$ cat config.mk
export PLATFORM = sky130hd
export DESIGN_NAME = adc_rail_filter
export DESIGN_NICKNAME = d
export VERILOG_FILES = /design/src/rtl/adc_rail_filter.sv
export SDC_FILE = /design/constraint.sdc
export NUM_CORES = 1
export LEC_CHECK = 0
export ABC_AREA = 1
export CAP_MARGIN = 0
export CORE_MARGIN = 2
export CORE_UTILIZATION = 50
export CTS_CLUSTER_DIAMETER = 120
export DETAILED_ROUTE_END_ITERATION = 6
export PLACE_DENSITY = 0.8
export RECOVER_POWER = 100
export REMOVE_ABC_BUFFERS = 1
export SLEW_MARGIN = 15
export SYNTH_ARGS = -nofsm -noshare
export SYNTH_HDL_FRONTEND = slang
export SYNTH_HIERARCHICAL = 1
export SYNTH_SLANG_ARGS = --single-unit
$ cat constraint.sdc
create_clock -name clk -period 2.9 [get_ports clk]
set_input_delay 0.58 -clock clk [delete_from_list [all_inputs] [get_ports clk]]
set_output_delay 0.58 -clock clk [all_outputs]
set_load 0.05 [all_outputs]
$ cat src/rtl/adc_rail_filter.sv
// ---------------------------------------------------------------------------
// adc_rail_filter
//   Supervises two supply rails sampled by a shared ADC. Conversions tagged
//   with CH_A / CH_B are averaged (2^AVG_LOG2 samples per result), outliers
//   against the last average are rejected, and a watchdog flags a rail as
//   stale when no sample has been accepted for TIMEOUT cycles.
//
// Ports
//   clk          in   system clock, rising edge
//   reset_in_n   in   asynchronous active-low reset (released synchronously
//                     upstream, so the first cycle after release is usable)
//   adc_data     in   16-bit conversion result, 12-bit code in [15:4]
//   adc_channel  in   channel tag of adc_data
//   adc_eoc      in   single-cycle strobe qualifying adc_data/adc_channel
//   volt_a/b     out  averaged code per rail, held between updates
//   drdy_a/b     out  one-cycle pulse when the matching volt output updates
//   stale_a/b    out  level, rail watchdog has reached TIMEOUT
//   reject_cnt   out  spike-rejected samples of both rails, saturating at 255
//
// AVG_LOG2 is meant to be 1..4.
// ---------------------------------------------------------------------------

// Per-rail averager, spike filter and watchdog.
module adc_rail_chan #(
  parameter logic [4:0]  CH          = 5'd16,
  parameter int          AVG_LOG2    = 2,
  parameter logic [11:0] SPIKE_LIMIT = 12'd400,
  parameter logic [19:0] TIMEOUT     = 20'd100000
) (
  input  logic        clk,
  input  logic        reset_in_n,
  input  logic [11:0] code,
  input  logic [4:0]  adc_channel,
  input  logic        adc_eoc,
  output logic [11:0] volt,
  output logic        drdy,
  output logic        stale,
  output logic        reject
);
  localparam int ACC_W = 12 + AVG_LOG2;
  localparam logic [AVG_LOG2-1:0] CNT_LAST = '1;

  typedef enum logic [1:0] {
    EMPTY = 2'd0,
    RUN   = 2'd1,
    STALE = 2'd2
  } state_t;

  state_t               state_r, state_nxt_s;
  logic [ACC_W-1:0]     acc_r;
  logic [AVG_LOG2-1:0]  cnt_r;
  logic [19:0]          wd_r, wd_nxt_s;
  logic [11:0]          volt_r;
  logic                 drdy_r, stale_r;
  logic                 hit_s, primed_s, spike_s, accept_s, reject_s, complete_s;
  logic [ACC_W-1:0]     sum_s;

  // |a - b| evaluated at 13-bit signed width so both directions are exact.
  function automatic logic [12:0] abs_diff(input logic [11:0] a, input logic [11:0] b);
    logic signed [12:0] d;
    d = $signed({1'b0, a}) - $signed({1'b0, b});
    if (d < 13'sd0) begin
      abs_diff = -d;
    end else begin
      abs_diff = d;
    end
  endfunction

  assign hit_s    = adc_eoc && (adc_channel == CH);
  assign primed_s = (state_r == RUN);
  assign spike_s  = abs_diff(code, volt_r) > {1'b0, SPIKE_LIMIT};
  // Cannot overflow: at most 2^AVG_LOG2 12-bit codes are ever summed.
  assign sum_s    = acc_r + ACC_W'(code);

  // Accept/reject decision for the current strobe.
  always_comb begin
    accept_s = 1'b0;
    reject_s = 1'b0;
    if (hit_s) begin
      if (primed_s && spike_s) begin
        reject_s = 1'b1;
      end else begin
        accept_s = 1'b1;
      end
    end else begin
      accept_s = 1'b0;
    end
  end

  assign complete_s = accept_s && (cnt_r == CNT_LAST);

  // Watchdog next value: rejected samples do not feed the watchdog.
  always_comb begin
    wd_nxt_s = wd_r;
    if (accept_s) begin
      wd_nxt_s = 20'd0;
    end else if (wd_r == TIMEOUT) begin
      wd_nxt_s = TIMEOUT;
    end else begin
      wd_nxt_s = wd_r + 20'd1;
    end
  end

  // Rail state: leaving RUN drops "primed" so the next average is unconditional.
  always_comb begin
    state_nxt_s = state_r;
    case (state_r)
      EMPTY: begin
        if (complete_s) state_nxt_s = RUN;
        else            state_nxt_s = EMPTY;
      end
      RUN: begin
        if (complete_s)                 state_nxt_s = RUN;
        else if (wd_nxt_s == TIMEOUT)   state_nxt_s = STALE;
        else                            state_nxt_s = RUN;
      end
      STALE: begin
        if (complete_s) state_nxt_s = RUN;
        else            state_nxt_s = STALE;
      end
      default: state_nxt_s = EMPTY;
    endcase
  end

  // State, accumulator, counters and registered outputs.
  always_ff @(posedge clk or negedge reset_in_n) begin
    if (!reset_in_n) begin
      state_r <= EMPTY;
      acc_r   <= '0;
      cnt_r   <= '0;
      wd_r    <= 20'd0;
      volt_r  <= 12'd0;
      drdy_r  <= 1'b0;
      stale_r <= 1'b0;
    end else begin
      state_r <= state_nxt_s;
      wd_r    <= wd_nxt_s;
      // stale tracks "watchdog == TIMEOUT" in the same cycle as the watchdog.
      stale_r <= (wd_nxt_s == TIMEOUT);
      drdy_r  <= complete_s;
      if (complete_s) begin
        acc_r  <= '0;
        cnt_r  <= '0;
        volt_r <= 12'(sum_s >> AVG_LOG2);
      end else if (accept_s) begin
        acc_r  <= sum_s;
        cnt_r  <= cnt_r + AVG_LOG2'(1);
      end else begin
        acc_r  <= acc_r;
        cnt_r  <= cnt_r;
      end
    end
  end

  assign volt   = volt_r;
  assign drdy   = drdy_r;
  assign stale  = stale_r;
  assign reject = reject_s;
endmodule

module adc_rail_filter #(
  parameter logic [4:0]  CH_A        = 5'd16,
  parameter logic [4:0]  CH_B        = 5'd17,
  parameter int          AVG_LOG2    = 2,
  parameter logic [11:0] SPIKE_LIMIT = 12'd400,
  parameter logic [19:0] TIMEOUT     = 20'd100000
) (
  input  logic        clk,
  input  logic        reset_in_n,
  input  logic [15:0] adc_data,
  input  logic [4:0]  adc_channel,
  input  logic        adc_eoc,
  output logic [11:0] volt_a,
  output logic [11:0] volt_b,
  output logic        drdy_a,
  output logic        drdy_b,
  output logic        stale_a,
  output logic        stale_b,
  output logic [7:0]  reject_cnt
);
  logic [11:0] code_s;
  logic [3:0]  adc_lsb_unused_s;
  logic        rej_a_s, rej_b_s;
  logic [1:0]  rej_inc_s;
  logic [8:0]  rej_sum_s;
  logic [7:0]  reject_cnt_r;

  assign code_s           = adc_data[15:4];
  assign adc_lsb_unused_s = adc_data[3:0];

  adc_rail_chan #(
    .CH(CH_A), .AVG_LOG2(AVG_LOG2), .SPIKE_LIMIT(SPIKE_LIMIT), .TIMEOUT(TIMEOUT)
  ) u_rail_a (
    .clk(clk), .reset_in_n(reset_in_n), .code(code_s), .adc_channel(adc_channel),
    .adc_eoc(adc_eoc), .volt(volt_a), .drdy(drdy_a), .stale(stale_a), .reject(rej_a_s)
  );

  adc_rail_chan #(
    .CH(CH_B), .AVG_LOG2(AVG_LOG2), .SPIKE_LIMIT(SPIKE_LIMIT), .TIMEOUT(TIMEOUT)
  ) u_rail_b (
    .clk(clk), .reset_in_n(reset_in_n), .code(code_s), .adc_channel(adc_channel),
    .adc_eoc(adc_eoc), .volt(volt_b), .drdy(drdy_b), .stale(stale_b), .reject(rej_b_s)
  );

  // Both rails may reject together (e.g. if CH_A == CH_B), hence a 2-bit step.
  assign rej_inc_s = {1'b0, rej_a_s} + {1'b0, rej_b_s};
  assign rej_sum_s = {1'b0, reject_cnt_r} + {7'd0, rej_inc_s};

  // Saturating reject counter.
  always_ff @(posedge clk or negedge reset_in_n) begin
    if (!reset_in_n) begin
      reject_cnt_r <= 8'd0;
    end else if (rej_sum_s[8]) begin
      reject_cnt_r <= 8'd255;
    end else begin
      reject_cnt_r <= rej_sum_s[7:0];
    end
  end

  assign reject_cnt = reject_cnt_r;
endmodule

Word-level counts from Yosys, hierarchy flattened
Cells that the tools add are included.
{ "word_totals": {"wordCells": 86, "output_inout_bits": 36, "reg_bits": 112, "inputBits": 24} }
{ "op_classes": {"eq_ne": 12, "n_mux": 33, "reduce_logical": 10, "n_lt_le_gt_ge": 4, "addsub": 12} }
{ "op_table": {"columns": ["cell", "count"], "rows": [
  ["== test 20 x 17 -> 1 bit (second input constant)", 4],
  ["two-way mux 20 bit", 4],
  ["two-way mux 14 bit", 4],
  ["adder 20 x 1 -> 20 bit (second input constant)", 2],
  ["adder 14 x 12 -> 14 bit", 2],
  ["> comparator 13 x 9 -> 1 bit (second input constant)", 2],
  ["less-than comparator 13 x 1 -> 1 bit (second input constant)", 2],
  ["two-way mux 13 bit", 2],
  ["negator 13 bit", 2],
  ["subtractor 12 x 12 -> 13 bit", 2],
  ["two-way mux 2 bit", 10],
  ["one-hot mux 2 bit (3 select lines)", 2],
  ["== test 5 bit (second input constant)", 2],
  ["two-way mux 1 bit", 10],
  ["adder 8 x 2 -> 9 bit", 1],
  ["== test 2 bit (second input constant)", 4],
  ["two-way mux 8 bit", 1],
  ["logical AND 1 bit", 6],
  ["adder 2 x 1 -> 2 bit (second input constant)", 2],
  ["== test 2 x 1 -> 1 bit (second input constant)", 2],
  ["logical NOT 2 bit", 2],
  ["nonzero test 2 bit", 2],
  ["adder 1 x 1 -> 2 bit", 1]
]} }

Logic depth before layout (Yosys ltp)
Gate-level depths: netlist of run 1.
{ "logic_depth": {"ltp_word": 12, "ltp_mapped": 28, "mapped_depth_nobuf": 27} }

By module
Netlist of run 1, hierarchy kept.
{ "modules_own_cells": {"columns": ["mod", "area_per_inst_um2", "seq_area_each_um2", "n_inst", "cells_each"], "rows": [
  ["adc_rail_chan at u_rail_a", 4031.4, 1301.2, 1, 581],
  ["adc_rail_chan at u_rail_b", 3958.8, 1301.2, 1, 567],
  ["adc_rail_filter", 419.2, 200.2, 1, 53]
]} }

Least setup slack after synthesis of run 1
OpenSTA, ideal clock, no wires.
{ "synth_timing": {"kind": "reg2reg", "from": "reg u_rail_a.volt_r[0] (netlist: u_rail_a/volt[0])", "to": "reg reject_cnt_r[2] (netlist: reject_cnt[2])", "n_path_buf": 0, "setup_time_ns": 0.129, "t_required_ns": 2.771, "path_stages_with_launch": 23, "arrival_time_ns": 3.425, "period_less_slack_ns": 3.553, "slack_ns": -0.653, "path_cell_list": "dfrtp_1 -> ha_1 -> fa_1 -> ha_1 -> inv_1 -> a21oi_1 -> nand3_1 -> nor2_1 -> nand2_1 -> nand3_1 -> nand2_1 -> nor2_1 -> nand2_1 -> nand3_1 -> nand3_2 -> nand2_2 -> nor2_1 -> fa_1 -> ha_1 -> nand2_2 -> nor2_2 -> nand2_2 -> o21ai_0"} }
{ "synth_between": {"elab_chain_cells": 10, "word_cells_on_any_way": 11, "classes_between": "add/sub (4); order compare (2); mux (4); reduce/logical (1)"} }
{ "synth_lines": {"columns": ["item", "line", "rtl"], "rows": [
  ["from (decl)", "53", "logic [11:0] volt_r;"],
  ["from (signal assigned)", "144", "volt_r <= 12'(sum_s >> AVG_LOG2);"],
  ["subtractor 12 x 12 -> 13 bit (*)", "61", "d = $signed({1'b0, a}) - $signed({1'b0, b});"],
  ["negator 13 bit or less-than comparator 13 x 1 -> 1 bit (tied branches)", "63, 62", null],
  ["two-way mux 13 bit (*)", "62", "if (d < 13'sd0) begin"],
  ["> comparator 13 x 9 -> 1 bit (*)", "71", "assign spike_s = abs_diff(code, volt_r) > {1'b0, SPIKE_LIMIT};"],
  ["logical AND 1 bit (*)", "80", "if (primed_s && spike_s) begin"],
  ["two-way mux 1 bit (*)", "80", null],
  ["two-way mux 1 bit (*)", "79", "if (hit_s) begin"],
  ["named net rej_a_s", "183", "logic rej_a_s, rej_b_s;"],
  ["adder 1 x 1 -> 2 bit (*)", "206", "assign rej_inc_s = {1'b0, rej_a_s} + {1'b0, rej_b_s};"],
  ["adder 8 x 2 -> 9 bit (*)", "207", "assign rej_sum_s = {1'b0, reject_cnt_r} + {7'd0, rej_inc_s};"],
  ["two-way mux 8 bit (*)", "213", "end else if (rej_sum_s[8]) begin"],
  ["to (signal assigned)", "216", "reject_cnt_r <= rej_sum_s[7:0];"],
  ["to (decl)", "186", "logic [7:0] reject_cnt_r;"]
]} }
The timed path passes the listed nets; every way through them passes the cells marked *.
A chain may end at the register's enable or synchronous reset.

Worst setup path in the final report of run 1
{ "layout_timing": {"from": "reg u_rail_a.volt_r[0] (netlist: u_rail_a/volt[0])", "to": "reg u_rail_a.state_r[1]"} }
{ "layout_between": {"elab_chain_cells": 12, "word_cells_on_any_way": 15, "classes_between": "add/sub (2); order compare (2); eq/ne (1); mux (8); reduce/logical (2)"} }
{ "layout_lines": {"columns": ["item", "line", "rtl"], "rows": [
  ["subtractor 12 x 12 -> 13 bit (*)", "61", null],
  ["negator 13 bit or less-than comparator 13 x 1 -> 1 bit (tied branches)", "63, 62", null],
  ["two-way mux 13 bit (*)", "62", null],
  ["> comparator 13 x 9 -> 1 bit (*)", "71", null],
  ["logical AND 1 bit (*)", "80", null],
  ["two-way mux 1 bit (*)", "80", null],
  ["two-way mux 1 bit (*)", "79", null],
  ["two-way mux 20 bit", "95", "if (accept_s) begin"],
  ["== test 20 x 17 -> 1 bit", "114", "else if (wd_nxt_s == TIMEOUT) state_nxt_s = STALE;"],
  ["two-way mux 2 bit", "114", null],
  ["two-way mux 2 bit", "113", "if (complete_s) state_nxt_s = RUN;"],
  ["one-hot mux 2 bit (3 select lines) (*)", "107", "case (state_r)"],
  ["named net u_rail_a.state_nxt_s[1]", "49", "state_t state_r, state_nxt_s;"],
  ["to (signal assigned)", "136", "state_r <= state_nxt_s;"],
  ["to (decl)", "49", null]
]} }
Marked as above.

==> metrics.txt, run 1 <==
Routed Antenna Nets=0; largest net degree at the start of global routing=50; dpl cell area=10300 sq um; Starting Density=0.509; initial antenna violation count=0; Seq pwr share=0.372; FP Rows=47; HP Class=input pin to asynchronous set/reset pin; Max-slew headroom=0.128; startpoint types=flip-flop; post-route clock period utilization=1.21; commonest register cell after synthesis=dfrtp_1; Worst path top cell family by delay=simple AND/OR/NAND/NOR gates; hold_buf cts=0; GRT Util Overall=0.274; R2R setup slack=-0.61 ns; Total Die Area=17900 sq um; GR Util met3=0.0335; met1 usage=0.358; final-report hold violation count=0; met2 Use GR=0.463; crit end category=flip-flop; sw power=2070 uW; Cell Pwr Density=455 nW/um^2; RePlAce Congestion=0.922; multiplexer share of the synthesized area=0; Post-Place Worst Slack=-1.42 ns; YS warnings=6; top cell type's share of synthesized area=0.333; kind of critical path=flip-flop to flip-flop; Worst VDD drop=0.540 mV; clock-pin slew on the worst setup and hold paths=0.08 ns; failing checks=setup timing; via/cell ratio=5.46; CTS tree=done; clock network power share=0.241; Root Buffer=clkbuf_16; sequential area share after synthesis=0.333; Synth Area in XOR/XNOR=0.0479; Worst Tran Pin Value=1.31 ns; critical path buffer and inverter count=3; Comb pwr share=0.387; IO buf count=55; largest family of logic cells by synthesized area=simple AND/OR/NAND/NOR gates; Internal=3340 uW; Synth area leader=dfrtp_1; area delta synth->final=41.4%; Post-Synth Adder-Cell Area=0.0967; post-route cell area=11900 sq um; worst setup margin=-0.607 ns; worst path arrival time=3.80 ns; final setup violation count=89; Async SR Flop Fraction=1.00; RSZ-0062 raised after global routing=yes; most common cell in the netlist=nand2_1; global route overflow=0; crit-path max FO=6; number of synthesized flops with an enable pin=0; max-slew violations=0; Inserted Diodes=0; Core ar.=16500 sq um; DRC viols=0; die height=134 microns; wire per inst=15.7 microns; CP max stage delay=0.42 ns; final core occ=0.720; LEAKAGE=0.00635 uW; maxcap violations=0; outcome=complete, but fails checks; GRT busiest layer=met2; depth of the CTS H-tree=3; synth unique cells=37; syn avg cell area=7.00 sq um; top area cells in the synthesized netlist=dfrtp_1 (33%), nand2_1 (14%), inv_1 (9.2%); Syn Std Cell Area=8410 sq um; CTS Sinks=112; Worst-Skew Late Latency=0.36 ns; Worst Path Required=3.19 ns; max frequency=0.285 GHz; post-synthesis simple-gate area fraction=0.315; DP HPWL=16600 microns; Compound-Gate Fraction of Synth Area=0.102; CTS buffer count=9; clock skew=0.00985 ns; share of cells above drive strength 1=0.265; first-pass GRT wire length=39500 microns; via count=9067; sw frac=0.383; # nets final=1521; I/O pins=60; Post-Route WL=26100 microns; Cells after Synth=1201; final hold slack=0.501 ns; minimum clock period=3.51 ns; Die Wd=134 microns; Fill cells=1141; Initial DRT Pass Iterations=5; Slowest cell on crit path=dfrtp_1; vias in the first global route=8428; most frequent cells after synthesis=nand2_1 (312), inv_1 (205), nor2_1 (121); CTS Buffer Depth=2; Total Power=5410 uW; Detailed Route Iter0 Violations=695; Synth Register Bits=112
flip-flops by register name, indices dropped and copies added, names as in the netlist, 8 cells and up:
register	count
u_rail_b/acc_r	14
u_rail_b/wd_r	20
u_rail_b/volt	12
reject_cnt	8
u_rail_a/wd_r	20
u_rail_a/acc_r	14
u_rail_a/volt	12
layer usage:
metal	part of all wire	vias to the layer above
li1	-	4328
met1	0.41	4232
met2	0.49	415
met3	0.067	92
met4	0.035	0
met5	0	-
what timing repair did:
| item | in CTS | in global routing |
|---|---|---|
| setup endpoints to repair | 112 | 112 |
| gates cloned | 6 | 1 |
| gates resized for setup | 141 | 160 |
| buffers inserted | 19 | 10 |
| pin swaps | 42 | 40 |
placed cells by master (no fill, tap or decap), types with 24 or more instances in the layout:
cell type	Yosys	routed
nand2_2	11	24
buf_4	2	141
nand2_1	312	281
xor2_1	40	38
inv_1	205	193
dlygate4sd3_1	0	36
nor2_1	121	87
a22o_1	24	24
a21oi_1	43	40
ha_1	57	43
dfrtp_1	112	112
nand3_1	94	74
nor2_4	0	27
o21ai_0	55	26
per-stage QoR:
step | TNS (ns) | instances
global placement | -110.78 | 1609
floorplan | -33.40 | 1187
global route | -46.76 | 1660
detailed placement | -120.36 | 1609
finish | -31.34 | 1660
CTS | -24.52 | 1650
worst reg2reg max path, cell delays in order (launching register included):
cell      delay [ns]
dfrtp_1         0.42
ha_4            0.18
fa_2            0.37
inv_2           0.08
nand2_2         0.09
nand2_2         0.08
nand3b_1        0.12
nand2_1         0.13
nand2_1         0.10
nand2_2         0.08
nand2_1         0.06
nor2_2          0.14
nand3_2         0.09
a21oi_1         0.22
nor2_2          0.07
nand3_2         0.10
nand2_4         0.07
buf_6           0.15
nand2_8         0.12
buf_6           0.12
nand3_1         0.07
nor2_1          0.14
nand2_1         0.13
nor2_2          0.16
nand3_2         0.09
nand2_2         0.08
final timing paths:
check,startpoint,end,depth (start not counted)
setup reg to reg,u_rail_a/volt[0]$_DFFE_PN0P_,u_rail_a/state_r[1]$_DFF_PN0_,25
max in group asynchronous,reset_in_n,u_rail_b/acc_r[3]$_DFFE_PN0P_,2
min in group clk,u_rail_b/state_r[0]$_DFF_PN0_,u_rail_b/state_r[0]$_DFF_PN0_,3
hold / removal,reset_in_n,u_rail_a/drdy$_DFF_PN0_,1
hold reg to reg,u_rail_b/state_r[0]$_DFF_PN0_,u_rail_b/state_r[0]$_DFF_PN0_,3
setup / recovery,u_rail_a/volt[0]$_DFFE_PN0P_,u_rail_a/state_r[1]$_DFF_PN0_,25
area by class of cell:
| cell class | instances | area [sq um] | area share |
|---|---|---|---|
| Multi-Input combinational cell | 866 | 5540 | 0.466 |
| Sequential cell | 112 | 2800 | 0.236 |
| Timing Repair Buffer | 235 | 2140 | 0.180 |
| Inverter | 210 | 816 | 0.0686 |
| Tap cell | 220 | 275 | 0.0231 |
| Clock buffer | 12 | 256 | 0.0216 |
| Clock inverter | 4 | 52.6 | 0.00442 |
| Timing Repair inverter | 1 | 7.51 | 0.000631 |
cell families (layout without fill, tap and decap cells):
group,count (synthesis),count (layout)
compound gates,143,143
fa+ha+maj,62,62
simple gates,614,615
xor+xnor,46,46
flops,112,112
buf+inv,224,462
power groups by stage:
stage / clock network [uW] / logic (uW) / registers (uW)
3_5_place_dp: 0 / 1670 / 2010
4_1_cts: 1320 / 1790 / 1990
3_3_place_gp: 0 / 1620 / 2010
6_report: 1310 / 2100 / 2010
5_1_grt: 1390 / 2280 / 2030
2_1_floorplan: 0 / 1060 / 2030
Power figures use the tool's default switching activity.
==> run 2, diff against run 1 <==
--- a/config.mk
+++ b/config.mk
@@ -11,9 +11,10 @@
 export CORE_UTILIZATION = 50
 export CTS_CLUSTER_DIAMETER = 120
 export DETAILED_ROUTE_END_ITERATION = 6
-export PLACE_DENSITY = 0.8
+export PLACE_DENSITY = 0.78
 export RECOVER_POWER = 100
 export REMOVE_ABC_BUFFERS = 1
+export SKIP_CTS_REPAIR_TIMING = 1
 export SLEW_MARGIN = 15
 export SYNTH_ARGS = -nofsm -noshare
 export SYNTH_HDL_FRONTEND = slang
==> constraint.sdc (replaced) <==
create_clock -name clk -period 3.8 [get_ports clk]
set_input_delay 0.76 -clock clk [delete_from_list [all_inputs] [get_ports clk]]
set_output_delay 0.76 -clock clk [all_outputs]
set_load 0.05 [all_outputs]
==> metrics.txt, run 2 (same netlist as run 1, synthesis figures left out) <==
Core ar.=16500 sq um (unchanged); DRC viols=0 (unchanged); die height=134 microns (unchanged); CTS Sinks=112 (unchanged); Root Buffer=clkbuf_16; depth of the CTS H-tree=3 (unchanged); FP Rows=47 (unchanged); Routed Antenna Nets=0 (unchanged); share of cells above drive strength 1=0.138 (-0.126); Reg2Reg Depth=22 (-12%); failing checks=capacitance limit, slew limit; Max-slew headroom=-0.275 (-0.402); # nets final=1442 (-5.2%); dpl cell area=9920 sq um (-3.7%); post-route clock period utilization=0.963; maxcap violations=1 (+1); max-slew violations=75 (+75); max frequency=0.273 GHz; IO buf count=55 (unchanged); Total Die Area=17900 sq um (unchanged); GRT Util Overall=0.245 (-0.0289); Worst-Skew Late Latency=0.36 ns (about the same); outcome=complete, but fails checks; Starting Density=0.509 (unchanged); largest net degree at the start of global routing=75 (+50%); Fill cells=1403 (+23%); startpoint types=input pin; critical-path cell list=clkbuf_2, inv_1, ha_2, fa_2, ha_1, inv_1, a21oi_2, nand3_2, nor2_2, nand2_1, nand3_1, nand2_1, nor2_1, nand2_1, nand3_1, nand3_2, nand2_2, nor2_1, fa_2, ha_4, nand2_2, nor2_2, nand2_2, nand3_1; crit-path max FO=7 (+1); Inst Count DP=1560 (-3.0%); Worst VDD drop=0.273 mV (-49%); first-pass GRT wire length=35600 microns (-9.9%); Largest regs=u_rail_a/wd_r: 20 flops, u_rail_b/wd_r: 20 flops; crit end category=flip-flop; vias in the first global route=7710 (-8.5%); CTS tree=done; CTS Buffer Depth=2 (unchanged); Die Wd=134 microns (unchanged); Total Power=3710 uW (-32%); Initial DRT Pass Iterations=5 (unchanged); post-route cell area=10500 sq um (-12%); clock-pin slew on the worst setup and hold paths=0.07 ns (about the same); worst path arrival time=3.90 ns (+0.10 ns); minimum clock period=3.66 ns; LEAKAGE=0.00580 uW (-8.8%); final setup violation count=0 (-100%); Slowest cell on crit path=fa_2; CP max stage delay=0.54 ns (+0.12 ns); Cell Pwr Density=353 nW/um^2 (-22%); CTS buffer count=9 (unchanged); most frequent cells in the layout=nand2_1 (310), inv_1 (205), nor2_1 (119); global route overflow=0 (unchanged); Detailed Route Iter0 Violations=511 (-26%); Worst Path Required=4.04 ns (+0.85 ns); RePlAce Congestion=0.902 (-2.1%); final-report hold violation count=0 (unchanged); DP HPWL=15800 microns (-4.7%); HP Class=flip-flop to flip-flop; most common cell after layout, fill and taps aside=nand2_1; Post-Route WL=21000 microns (-20%); kind of critical path=input pin to flip-flop; Inserted Diodes=0 (unchanged); post-route insts no fill=1581 (-4.8%); wire per inst=13.3 microns (-16%); Worst Tran Pin Value=1.91 ns (+0.604 ns); initial antenna violation count=0 (unchanged); via/cell ratio=5.20 (-4.8%); I/O pins=60 (unchanged); Hold Crit Depth=2; via count=8225 (-9.3%); clock skew=0.00594 ns (-0.00391 ns); area delta synth->final=24.7%
-- run 2: worst paths after layout --
| check | endpoint | from | slack [ns] |
|---|---|---|---|
| min in group asynchronous | u_rail_a/wd_r[6]$_DFF_PN0_ | reset_in_n | 0.91 |
| max | reject_cnt[4]$_DFF_PN0_ | adc_data[4] | 0.14 |
| max reg2reg | reject_cnt[4]$_DFF_PN0_ | u_rail_b/volt[0]$_DFFE_PN0P_ | 0.30 |
| min | u_rail_b/cnt_r[1]$_DFFE_PN0P_ | u_rail_b/cnt_r[1]$_DFFE_PN0P_ | 0.49 |
| min reg2reg | u_rail_b/cnt_r[1]$_DFFE_PN0P_ | u_rail_b/cnt_r[1]$_DFFE_PN0P_ | 0.49 |
| max in group asynchronous | u_rail_b/wd_r[15]$_DFF_PN0_ | reset_in_n | 1.07 |
-- run 2: per-stage QoR --
step | setup TNS (ns) | hold slack [ns] | setup WS (ns) | utilization
6_report | 0 | 0.494 | 0.139 | 0.634
5_1_grt | -0.416 | 0.519 | -0.0687 | 0.634
4_1_cts | -9.58 | 0.496 | -0.390 | 0.618
3_5_place_dp | -38.73 | 0.478 | -0.746 | 0.601
3_3_place_gp | -31.69 | 0.466 | -0.683 | 0.601
2_1_floorplan | 0 | 0.453 | 0.107 | -
-- run 2: worst max-delay path: cells and delay by family --
kind | cells | cell delay [ns]
adder cells (fa/ha/maj) | 5 | 1.43
AND/OR/NAND/NOR | 15 | 1.36
buffers and inverters | 3 | 0.22
AO/OA/AOI/OAI | 1 | 0.12
-- run 2: layout make-up --
class / count / area (sq um) / area share
well taps: 220 / 275 / 0.0263
repair buffers: 157 / 1370 / 0.131
inverters: 210 / 788 / 0.0752
clock inverters: 4 / 27.5 / 0.00263
clock buffers: 12 / 267 / 0.0254
multi-input cells: 865 / 4950 / 0.472
flip-flops and latches: 112 / 2800 / 0.267
repair inverters: 1 / 7.51 / 0.000716
-- run 2: power by group --
group	total, uW	switching [uW]	internal, uW
clock network	944	444	500
logic	1240	756	486
registers	1520	161	1360
-- run 2: layer usage --
layer | track usage | routed length, microns | vias up
li1 | - | - | 4151
met1 | 0.341 | 9770 | 3815
met2 | 0.390 | 9650 | 221
met3 | 0.0400 | 1050 | 38
met4 | 0.0798 | 486 | 0
met5 | 0 | 0 | -
==> run 3, diff against run 2 <==
==> constraint.sdc (replaced) <==
create_clock -name clk -period 3.8 [get_ports clk]
set_input_delay 0.76 -clock clk [delete_from_list [all_inputs] [get_ports clk]]
set_output_delay 0.76 -clock clk [all_outputs]
set_load 0.01 [all_outputs]
==> results of run 3 <==
The final DEF is identical to that of run 2. Status: complete, but fails checks: capacitance limit, slew limit.
Among the figures that moved: total power 3710 uW -> 3660 uW
